### src/rtl/hazard_forward_unit.sv
// Hazard and bypass controller for the in-order pipeline D, X, M1..Mk, W.
// Tracks in-flight register writers in a per-stage shift pipeline, raises the
// load-use stall for the instruction in D and registers the per-source bypass
// selects that the datapath applies while that instruction sits in X.
//
// Issue semantics: the instruction in D moves into X on a clock edge exactly
// when issue_valid=1, stall=0 and flush=0. In every other cycle a bubble
// enters X and fwd_valid/fwd_sel load zero.
module hazard_forward_unit #(
    parameter int NUM_SRC    = 2,
    parameter int MEM_STAGES = 1,
    parameter int CNT_W      = 32
) (
    input  logic                 clock,
    input  logic                 reset,
    input  logic                 issue_valid,
    input  logic [NUM_SRC*5-1:0] issue_src,
    input  logic [NUM_SRC-1:0]   issue_src_used,
    input  logic [4:0]           issue_dst,
    input  logic                 issue_rwe,
    input  logic                 issue_is_load,
    input  logic                 flush,
    output logic                 stall,
    output logic [NUM_SRC*3-1:0] fwd_sel,
    output logic                 fwd_valid,
    output logic [CNT_W-1:0]     stall_cycles,
    output logic [CNT_W-1:0]     flush_count
);

    // X=1, M1..Mk=2..DEPTH-1, W=DEPTH. The W entry is never a bypass source
    // (the register file is write-before-read), so only 1..LAST are stored.
    localparam int DEPTH = MEM_STAGES + 2;
    localparam int LAST  = DEPTH - 1;

    logic [LAST:1]        st_v;
    logic [LAST:1]        st_rwe;
    logic [LAST:1]        st_ld;
    logic [4:0]           st_dst [1:LAST];

    logic [NUM_SRC*3-1:0] sel_c;
    logic [NUM_SRC-1:0]   hz_c;
    logic                 issue_go;

    // Youngest-match search per source port: scanning from the oldest stage
    // towards X lets the youngest matching writer overwrite older ones.
    always_comb begin
        sel_c = '0;
        hz_c  = '0;
        for (int i = 0; i < NUM_SRC; i++) begin
            for (int s = LAST; s >= 1; s--) begin
                if (issue_src_used[i] && (issue_src[5*i +: 5] != 5'd0) &&
                    st_v[s] && st_rwe[s] && (st_dst[s] == issue_src[5*i +: 5])) begin
                    // Producer in stage s will be in stage s+1 when the consumer is in X.
                    sel_c[3*i +: 3] = 3'(s + 1);
                    // Load data exists only once the load reaches the last memory stage.
                    hz_c[i]         = st_ld[s] && (s <= DEPTH - 2);
                end
            end
        end
    end

    // Stall and issue qualification; a flush squashes D and overrides any hazard.
    always_comb begin
        stall    = issue_valid && !flush && (|hz_c);
        issue_go = issue_valid && !stall && !flush;
    end

    // Writer-tracking shift pipeline: X takes the issued tuple or a bubble.
    always_ff @(posedge clock or posedge reset) begin
        if (reset) begin
            st_v   <= '0;
            st_rwe <= '0;
            st_ld  <= '0;
            for (int s = 1; s <= LAST; s++) begin
                st_dst[s] <= 5'd0;
            end
        end else begin
            st_v[1]   <= issue_go;
            st_rwe[1] <= issue_go && issue_rwe;
            st_ld[1]  <= issue_go && issue_is_load;
            st_dst[1] <= issue_dst;
            for (int s = 2; s <= LAST; s++) begin
                st_v[s]   <= st_v[s-1];
                st_rwe[s] <= st_rwe[s-1];
                st_ld[s]  <= st_ld[s-1];
                st_dst[s] <= st_dst[s-1];
            end
        end
    end

    // Bypass selects registered for the instruction entering X.
    always_ff @(posedge clock or posedge reset) begin
        if (reset) begin
            fwd_sel   <= '0;
            fwd_valid <= 1'b0;
        end else if (issue_go) begin
            fwd_sel   <= sel_c;
            fwd_valid <= 1'b1;
        end else begin
            fwd_sel   <= '0;
            fwd_valid <= 1'b0;
        end
    end

    // Saturating performance counters.
    always_ff @(posedge clock or posedge reset) begin
        if (reset) begin
            stall_cycles <= '0;
            flush_count  <= '0;
        end else begin
            if (stall && (stall_cycles != '1)) begin
                stall_cycles <= stall_cycles + 1'b1;
            end
            if (flush && issue_valid && (flush_count != '1)) begin
                flush_count <= flush_count + 1'b1;
            end
        end
    end

endmodule

### config.mk
export PLATFORM = sky130hd
export DESIGN_NAME = hazard_forward_unit
export DESIGN_NICKNAME = d
export VERILOG_FILES = /design/src/rtl/hazard_forward_unit.sv
export SDC_FILE = /design/constraint.sdc
export NUM_CORES = 1
export LEC_CHECK = 0
export ABC_AREA = 1
export ABC_CLOCK_PERIOD_IN_PS = 3800
export CAP_MARGIN = 30
export CORE_MARGIN = 2
export CORE_UTILIZATION = 27
export CTS_CLUSTER_DIAMETER = 40
export DETAILED_ROUTE_END_ITERATION = 12
export PLACE_DENSITY_LB_ADDON = 0.08
export SLEW_MARGIN = 20
export SYNTH_ARGS = -nofsm -noshare
export SYNTH_HDL_FRONTEND = slang
export SYNTH_SLANG_ARGS = --single-unit
### constraint.sdc
create_clock -name clock -period 3.8 [get_ports clock]
set_input_delay 0.38 -clock clock [delete_from_list [all_inputs] [get_ports clock]]
set_output_delay 0.38 -clock clock [all_outputs]
set_load 0.02 [all_outputs]
**Word level (Yosys, flattened, before mapping)**

Index checks and enable logic that the tools add are counted.
Widths: inputs -> output; s select.

- Muxes and demuxes: 8
- Add/sub/neg operators: 2
- Reduce and logical (&&, ||, !) cells: 28
- Equal/unequal tests: 6

Operators with widths:

| kind | number |
|---|---|
| $add 32x1->32 const B | 2 |
| $ne 32x32->1 const B | 2 |
| $logic_and 1x1->1 | 23 |
| $eq 5x5->1 | 4 |
| $reduce_bool 5->1 | 2 |
| $mux 2 | 3 |
| $mux 6 | 1 |
| $mux 1 | 3 |
| $mux 3 | 1 |
| $logic_not 1->1 | 2 |
| $reduce_or 2->1 | 1 |

- Bits of input ports: 23
- Output and inout port bits: 72
- Bits in registers: 86
- Word-level logic and storage cells: 53

**Longest topological paths before layout**

Gate-level depths: netlist (run 1).

- Depth after elaboration: 12
- Gate-level depth with buffers: 12
- Mapped depth without buffers: 12

**Worst setup path after synthesis (run 1)**

No wires, ideal clock.

- Kind: register to register
- Start: register stall_cycles[0]
- End: register stall_cycles[2]
- Path buffers: 1
- Stages on the path, launching flop included: 11
- Library setup time: 0.066 ns
- Data arrival time: 1.764 ns
- Path slack: 1.970 ns
- Required time: 3.734 ns
- Clock period less this slack: 1.830 ns
- Path through: dfrtp_1 > ha_1 > nand3_2 > inv_2 > nand2_2 > nor2_4 > nand3b_4 > nand4_4 > buf_6 > nand2_1 > nand2_1

- Cells in the longest elaborated chain, start to end: 2
- Elaborated cells between the ends (all ways): 3
- Classes of those cells: add/sub (1); eq/ne (1); reduce/logical (1)

Ends and longest elaborated chain:

| element | line | text |
|---|---|---|
| from (decl) | 26 | `output logic [CNT_W-1:0] stall_cycles,` |
| from (signal assigned) | 112 | `stall_cycles <= stall_cycles + 1'b1;` |
| parallel branches: the longest is 2 deep, another holds $add 32x1->32 | -- |  |

Parallel ways; which one is timed is not known.
A chain may end at the register's enable or synchronous reset.

**Final worst setup path (run 1)**

- Start: input issue_src[8]
- End: output stall

- Cells in the longest elaborated chain, start to end: 8
- Elaborated cells between the ends (all ways): 9
- Classes of those cells: eq/ne (1); mux (1); reduce/logical (7)

Ends and longest elaborated chain:

| element | line | text |
|---|---|---|
| from (decl) | 17 | `input logic [NUM_SRC*5-1:0] issue_src,` |
| $reduce_bool 5->1 | 51 | `if (issue_src_used[i] && (issue_src[5*i +: 5] != 5'd0) &&` |
| $logic_and 1x1->1 (2 in a row) | 51 |  |
| $logic_and 1x1->1 | 52 | `st_v[s] && st_rwe[s] && (st_dst[s] == issue_src[5*i +: 5])) begin` |
| $logic_and 1x1->1 * | 52 |  |
| $mux 1 * | 51 |  |
| $reduce_or 2->1 * | 64 | `stall = issue_valid && !flush && (\|hz_c);` |
| $logic_and 1x1->1 * | 64 |  |
| to (decl) | 23 | `output logic stall,` |

Every way passes the cells marked *; elsewhere a longest branch is shown, timed or not.

==> impl_metrics.ini, run 1 <==
[run_status]
run_status = finished clean

[placed_design]
dp_hpwl_um = 11800
placed_cell_area_um2 = 6300
place.gp.congestion = 0.893
port_buffers = 92
dp.cells = 1051

[synth]
ys_ff_latch = 83
synth_top_area_share_pct = 40.1
synthAdderAreaFrac_pct = 0.483
syn_inst = 739
synth_area_leaders = dfrtp_1 40%, nand2_1 22%, nor2_1 6.9%, xor2_1 6.3%, nand4_1 4.9%
synth_compound_area_share_pct = 1.35
synth_top_area_cell = dfrtp_1
synth_edf_count = 0
synthSimpleGateAreaFrac_pct = 43.0
synth_warnings = 0
postSynthAreaPerCell_um2 = 7.01
synth_top_flop_cell = dfrtp_1
synth_top_family_by_area = simple AND/OR/NAND/NOR gates
synthXorXnorAreaFrac_pct = 8.28
synth-seq-area-share_pct = 40.1
ys_types = 31
synth_mux_area_share_pct = 0
netlist_area_um2 = 5180
synth.most_common_cell = nand2_1
postSynth.asyncResetShare_pct = 100
ys_top_cells_by_count = 307 x nand2_1, 95 x nor2_1, 83 x dfrtp_1

[floorplan]
ios = 95
initial_utilization_pct = 27.6
die-area_um2 = 20300
die_w_um = 143
rows = 50
core_area_um2 = 18800
die_y_um = 143

[clocking]
cts_tree = yes
post_cts_buffers = 0
cts.sinks = 83
h-tree-depth = 3
clk_pin_slew_ns = 0.06
clock-root-buffer = clkbuf_16
worstSkewPairLatency_ns = 0.35
numCtsBuffers = 9
clockBufferDepth = 2
cts_resized = 0
hold_buffers = 0

[global_route]
met2_usage_pct = 26.3
met3_usage_pct = 3.10
grt_start_max_net_pins = 39
grtUsageMet1_pct = 21.5
antenna_found_initial = 0
grt_overflow_total = 0
grt_pass1_vias = 4882
grt_pass1_wl_um = 25700
grt_usage_pct = 16.1
grt.busiest_layer = met2

[setup_path]
critPathRequiredTime_ns = 3.42
cp.depth = 10
path_class = in -> out
crit_end = stall
cp_num_buf_inv = 4
crit_fanout = 3
path_cells = clkdlybuf4s50_1 > inv_1 > a21oi_1 > nand2_1 > nor2_1 > nand4_1 > nand2_1 > nand2_1 > inv_1 > clkdlybuf4s50_1
start_kind = primary input
crit_path_start = issue_src[8]
arrival_ns = 2.39
crit_top_cell = nand2_1
reg2reg_slack_ns = 1.25
reg2reg_to = stall_cycles[1]
end_kind = output port
rr_worst_depth = 9
crit_slowest_cell = clkdlybuf4s50_1
regToRegStartpoint = stall_cycles[0]
critPathMaxStageDelay_ns = 0.60
path_delay_family = buffers and inverters

[layout]
ff_latch_area_um2 = 2080
drive_above_1_share_pct = 5.04
design_area_um2 = 6610
syn_to_final_growth_pct = 27.5
layout.nets = 853
fin_cells = 1067
multi_input_area_um2 = 2760
fillCellCount = 2040
diodes = 0

[sta]
fin_setup_tns_ns = 0
maxSlewViolCount = 0
worst_pin_slew_ns = 0.706
period_share_pct = 72.8
rsz0062_at_grt = no
slew_headroom_pct = 52.8
fin_crit_ns = 2.77
fmax_ghz = 0.362
hold_viol = 0
skew_ns = 0.00625
setup_viol = 0

[job]
cap_violations = 0

[power_and_ir_drop]
seqPwrFrac_pct = 45.2
switching_share_pct = 27.7
netSwitchingPower_uw = 603
comb_power_share_pct = 13.1
clkPwrFrac_pct = 41.7
intPower_uw = 1570
p_per_area_nw_per_um2 = 329
peakVddDrop_mv = 0.210
p_leak_uw = 0.00304

[route]
drt_wl_total_um = 15600
wl_per_cell_um = 14.6
vias_per_cell = 4.67
drc = 0
ant_nets = 0
vias = 4987
dr.pass1.iters = 4
drtIter0Drc = 282

[min_path]
hp-start = st_rwe[1]
hold_class = reg -> reg
-- flip-flops by register name, indices dropped and copies added, names as in the netlist --
signal / count
fwd_sel: 4
st_dst: 10
st_ld: 1
flush_count: 32
stall_cycles: 32
st_v: 2
st_rwe: 2
-- area by class of cell --
cell class / instances / area share (%)
inverter: 56 / 3.20
clock inverter: 6 / 0.985
timing repair buffer: 97 / 14.5
clock buffer: 10 / 3.62
multi-input combinational: 581 / 41.8
tap: 234 / 4.43
sequential: 83 / 31.4
-- power groups by stage --
stage                     combinational, uW  sequential, uW  clock, uW
final                                   285             983        908
after global routing                    316             992        985
after CTS                               291             984        946
after detailed placement                290             998          0
after global placement                  286            1000          0
after floorplan                         122            1030          0
-- cells by family (layout without fill, tap and decap cells) --
group,count (synthesis),after routing
adders and majority gates,2,2
xor gates and xnor gates,49,49
AOI/OAI and AO/OA,14,14
and+or+nand+nor,514,514
DFF,83,83
buffers and inverters,76,169
other,1,2
-- worst min path at each step --
stage / end / slack (ns) / depth (start not counted)
5_1_grt: st_rwe[2] / 0.40 / 0
2_1_floorplan: st_rwe[2] / 0.35 / 0
3_5_place_dp: st_rwe[2] / 0.37 / 0
3_3_place_gp: st_rwe[2] / 0.36 / 0
6_report: st_rwe[2] / 0.38 / 0
4_1_cts: st_rwe[2] / 0.39 / 0
-- per-layer routing --
layer  up-vias  wire [um]  part of all wire (%)
li1       2524          -                     -
met4         0        231                   1.5
met5         -          0                     0
met2       101       7160                    46
met1      2349       7620                    49
met3        13        559                   3.6
-- through the flow --
step                setup slack [ns]  hold slack (ns)  util (%)  power, uW
floorplan                       1.28            0.354         -       1150
global placement                1.02            0.363      33.6       1290
detailed placement             0.985            0.370      33.6       1290
CTS                            0.987            0.385      35.2       2220
global route                   0.897            0.398      35.2       2290
finish                          1.03            0.381      35.2       2180
-- cell usage in the layout, fill, tap and decap left out, types with 4 or more instances in the layout --
master	n
clkdlybuf4s50_1	92
nand3b_1	17
o21ai_0	5
buf_4	5
nand2_1	307
nor3_1	16
inv_1	48
dfrtp_1	83
inv_2	6
nand4_1	41
xnor2_1	12
xor2_1	37
clkbuf_16	9
o21ai_1	4
a21oi_1	5
nand3_1	22
nor2_1	95
Power figures use the tool's default switching activity.
==> run 2, diff against run 1 <==
--- a/config.mk
+++ b/config.mk
@@ -6,7 +6,7 @@
 export NUM_CORES = 1
 export LEC_CHECK = 0
 export ABC_AREA = 1
-export ABC_CLOCK_PERIOD_IN_PS = 3800
+export ABC_CLOCK_PERIOD_IN_PS = 2400
 export CAP_MARGIN = 30
 export CORE_MARGIN = 2
 export CORE_UTILIZATION = 27
==> constraint.sdc (replaced) <==
create_clock -name clock -period 2.4 [get_ports clock]
set_input_delay 0.24 -clock clock [delete_from_list [all_inputs] [get_ports clock]]
set_output_delay 0.24 -clock clock [all_outputs]
set_load 0.02 [all_outputs]
==> impl_metrics.ini, run 2 (same netlist as run 1, synthesis figures left out) <==
[run_status]
run_status = finished clean

[power_and_ir_drop]
netSwitchingPower_uw = 978
peakVddDrop_mv = 0.371
comb_power_share_pct = 14.1
clkPwrFrac_pct = 39.4
total_power_uw = 3350
intPower_uw = 2370
switching_share_pct = 29.2
seqPwrFrac_pct = 46.5
p_leak_uw = 0.00310
p_per_area_nw_per_um2 = 499

[clocking]
clock-root-buffer = clkbuf_16
cts.sinks = 83
cts_tree = yes
h-tree-depth = 3
numCtsBuffers = 9
post_cts_buffers = 0
clockBufferDepth = 2
worstSkewPairLatency_ns = 0.35
clk_pin_slew_ns = 0.07

[sta]
maxSlewViolCount = 0
whs_ns = 0.274
skew_ns = 0.0118
rsz0062_at_grt = no
hold_viol = 0
period_share_pct = 90.5
fmax_ghz = 0.460
slew_headroom_pct = 57.4
setup_viol = 0
fin_crit_ns = 2.17
worst_pin_slew_ns = 0.638

[route]
vias = 4999
vias_per_cell = 4.62
wl_per_cell_um = 14.5
drtIter0Drc = 208
drc = 0
dr.pass1.iters = 6
ant_nets = 0
drt_wl_total_um = 15700

[floorplan]
initial_utilization_pct = 27.6
rows = 50
die_w_um = 143
ios = 95
die-area_um2 = 20300
die_y_um = 143
core_area_um2 = 18800

[setup_path]
crit_slowest_cell = dfrtp_1
path_class = reg -> out
crit_top_cell = nand2_1
end_kind = output port
critPathMaxStageDelay_ns = 0.37
critPathRequiredTime_ns = 2.16
path_cells = nand2_1 > a21oi_1 > nand2_1 > nor2_1 > nand4_1 > nand2_2 > nand2_1 > inv_1 > dlygate4sd2_1
crit_path_start = st_v[1]
crit_fanout = 3
start_kind = flip-flop
reg2reg_slack_ns = 0.35
arrival_ns = 1.93
regToRegStartpoint = flush_count[1]

[global_route]
grt_pass1_wl_um = 26200
grt_usage_pct = 16.4
grt_overflow_total = 0
grt_pass1_vias = 5070
antenna_found_initial = 0
grt_start_max_net_pins = 40

[placed_design]
port_buffers = 92
dp_hpwl_um = 12000
dp.cells = 1068
place.gp.congestion = 0.876

[layout]
fin_util_pct = 35.8
layout.nets = 870
final_common_cell = nand2_1
reg_top3 = flush_count (32), stall_cycles (32), st_dst (10)
fin_cells = 1083
diodes = 0
syn_to_final_growth_pct = 29.5
mostFrequentLayoutCells = 306 x nand2_1, 95 x nor2_1, 91 x clkdlybuf4s50_1
drive_above_1_share_pct = 6.83

[job]
cap_violations = 0

[min_path]
hold_class = in -> async
==> run 2: final timing paths <==
path,endpoint,depth (start not counted)
max in group asynchronous,stall_cycles[12],3
min reg2reg,st_rwe[2],0
max,stall,9
min in group clock,st_dst[6],1
min,flush_count[6],2
max reg2reg,flush_count[7],10
==> run 2: final cells by class <==
cell class	count	area, um^2
multi-input cells	581	2760
inverters	56	211
clock inverters	5	38.8
fillers	2042	12100
clock buffers	10	229
well taps	234	293
repair buffers	114	1100
flip-flops and latches	83	2080
==> run 2: through the flow <==
| stage | setup slack [ns] | area (um^2) | TNS, ns |
|---|---|---|---|
| floorplan | 0.0232 | 5190 | 0 |
| global placement | -0.0863 | 6440 | -0.0863 |
| detailed placement | -0.118 | 6440 | -0.118 |
| CTS | 0.183 | 6710 | 0 |
| global route | 0.0194 | 6710 | 0 |
| finish | 0.228 | 6710 | 0 |
==> run 2: power groups by stage <==
| stage | registers, uW | logic, uW | clock network, uW |
|---|---|---|---|
| after global placement | 1590 | 474 | 0 |
| after CTS | 1560 | 480 | 1360 |
| after global routing | 1570 | 520 | 1430 |
| final | 1560 | 471 | 1320 |
| after detailed placement | 1580 | 479 | 0 |
| after floorplan | 1620 | 194 | 0 |
==> run 2: what timing repair did <==
| item | 4_1_cts | 5_1_grt |
|---|---|---|
| hold buffers | 0 | 0 |
| endpoints found under the hold margin | 0 | 0 |
| gates resized for setup | 2 | 0 |
| setup endpoints to repair | 1 | 0 |
==> run 2: critical path: cells and delay by family (launching register included) <==
| kind | cells | cell delay [ns] |
|---|---|---|
| buffers and inverters | 2 | 0.40 |
| flip-flops | 1 | 0.37 |
| AND/OR/NAND/NOR | 6 | 0.68 |
| AO/OA/AOI/OAI | 1 | 0.13 |
==> run 2: routing by layer <==
layer | global-route usage (%) | wire length [um]
met3 | 2.69 | 666
met2 | 27.0 | 7290
met1 | 21.9 | 7520
met4 | 5.73 | 280
met5 | 0 | 0
==> run 3, diff against run 2 <==
--- a/config.mk
+++ b/config.mk
@@ -8,7 +8,7 @@
 export ABC_AREA = 1
 export ABC_CLOCK_PERIOD_IN_PS = 2400
 export CAP_MARGIN = 30
-export CORE_MARGIN = 2
+export CORE_MARGIN = 8
 export CORE_UTILIZATION = 27
 export CTS_CLUSTER_DIAMETER = 40
 export DETAILED_ROUTE_END_ITERATION = 12
==> impl_metrics.ini, run 3 (same netlist as run 1, synthesis figures left out) <==
[setup_path]
crit_path_start = st_dst[9]
crit_fanout = 4
crit_slowest_cell = dfrtp_1
start_kind = flip-flop
regToRegStartpoint = flush_count[1]
cp_num_buf_inv = 3
path_delay_family = simple AND/OR/NAND/NOR gates
crit_top_cell = nand2_1
end_kind = output port
critPathMaxStageDelay_ns = 0.41
path_cells = inv_1 > nand2_1 > nand2_1 > nand2_1 > nor2_1 > nand4_1 > nand2_2 > nand2_1 > inv_1 > dlygate4sd2_1
critPathRequiredTime_ns = 2.16
arrival_ns = 1.95
path_class = reg -> out

[clocking]
numCtsBuffers = 9
h-tree-depth = 3
worstSkewPairLatency_ns = 0.34
cts.sinks = 83
clk_pin_slew_ns = 0.07
post_cts_buffers = 0
clock-root-buffer = clkbuf_16
cts_tree = yes
clockBufferDepth = 2

[route]
wl_per_cell_um = 15.0
vias = 4961
drc = 0
ant_nets = 0
drtIter0Drc = 181
vias_per_cell = 4.58
dr.pass1.iters = 4
drt_wl_total_um = 16200

[placed_design]
dp.cells = 1067
dpl_worst_slack_ns = -0.124
place.gp.congestion = 0.883
port_buffers = 92
dp_hpwl_um = 12500

[sta]
slew_headroom_pct = 57.8
period_share_pct = 91.1
whs_ns = 0.326
maxSlewViolCount = 0
worst_pin_slew_ns = 0.634
fin_crit_ns = 2.19
hold_viol = 0
setup_viol = 0
rsz0062_at_grt = no
fin_setup_tns_ns = 0
setup_slack_ns = 0.214
fmax_ghz = 0.457
skew_ns = 0.00872

[floorplan]
rows = 50
die_y_um = 155
die_w_um = 155
initial_utilization_pct = 27.6
ios = 95
core_area_um2 = 18800
die-area_um2 = 23900

[layout]
layout.nets = 869
fillCellCount = 1991
final_common_cell = nand2_1
diodes = 0
drive_above_1_share_pct = 6.71
reg_top3 = flush_count (32), stall_cycles (32), st_dst (10)
fin_cells = 1083
mostFrequentLayoutCells = 306 x nand2_1, 95 x nor2_1, 91 x clkdlybuf4s50_1
syn_to_final_growth_pct = 29.6

[global_route]
grt_overflow_total = 0
grt_start_max_net_pins = 47
grt_pass1_vias = 5038
grt_pass1_wl_um = 27200
antenna_found_initial = 0
grt_usage_pct = 14.1

[run_status]
run_status = finished clean

[job]
cap_violations = 0

[power_and_ir_drop]
p_per_area_nw_per_um2 = 505
peakVddDrop_mv = 0.325
p_leak_uw = 0.00310

[min_path]
hold_class = in -> async
[run 3: power by group]
part	leakage [uW]	switching (uW)	total, uW	internal [uW]
Sequential	0.00112	99.4	1560	1460
Combinational	0.00185	264	472	208
Clock	0.000128	596	1360	760
Total	0.00310	960	3390	2430
[run 3: routing by layer]
metal,up-vias,global-route usage (%),wire length (um),share of wire [%]
met1,2302,18.3,7780,48
met5,-,0,0,0
met4,0,4.85,262,1.6
li1,2550,-,-,-
met2,93,23.1,7490,46
met3,16,2.65,694,4.3
[run 3: what timing repair did]
item                       in CTS  in global routing
hold buffers                    0                  0
resized for setup               1                  1
setup endpoints to repair       1                  1
hold endpoints to repair        0                  0
[run 3: cell type report]
| type | count | area [um^2] | share of cell area (%) |
|---|---|---|---|
| multi-input combinational | 581 | 2760 | 41.1 |
| clock buffer | 13 | 260 | 3.87 |
| inverter | 56 | 211 | 3.15 |
| clock inverter | 3 | 22.5 | 0.335 |
| sequential | 83 | 2080 | 30.9 |
| tap | 234 | 293 | 4.36 |
| timing repair buffer | 113 | 1090 | 16.2 |
[run 3: final timing paths]
path                       slack, ns                to  cells after the start
hold reg to reg                 0.38         st_rwe[2]                      0
min in group clock              0.34         st_dst[9]                      1
hold / removal                  0.33         st_dst[6]                      3
max in group asynchronous       1.58  stall_cycles[23]                      3
setup reg to reg                0.37    flush_count[1]                     10
setup / recovery                0.21             stall                     10
[run 3: stage by stage]
stage	util (%)	cell area, um^2	power, uW
floorplan	-	5190	1820
global placement	34.3	6430	2070
detailed placement	34.3	6430	2070
finish	35.8	6720	3390
CTS	35.8	6720	3460
global route	35.8	6720	3560
[run 3: worst register-to-register path, delay by kind of cell, from the launching register on]
family / cells / cell delay, ns
adder cells (fa/ha/maj): 1 / 0.21
AO/OA/AOI/OAI: 1 / 0.06
flip-flops: 1 / 0.44
AND/OR/NAND/NOR: 6 / 0.87
buffers and inverters: 2 / 0.33
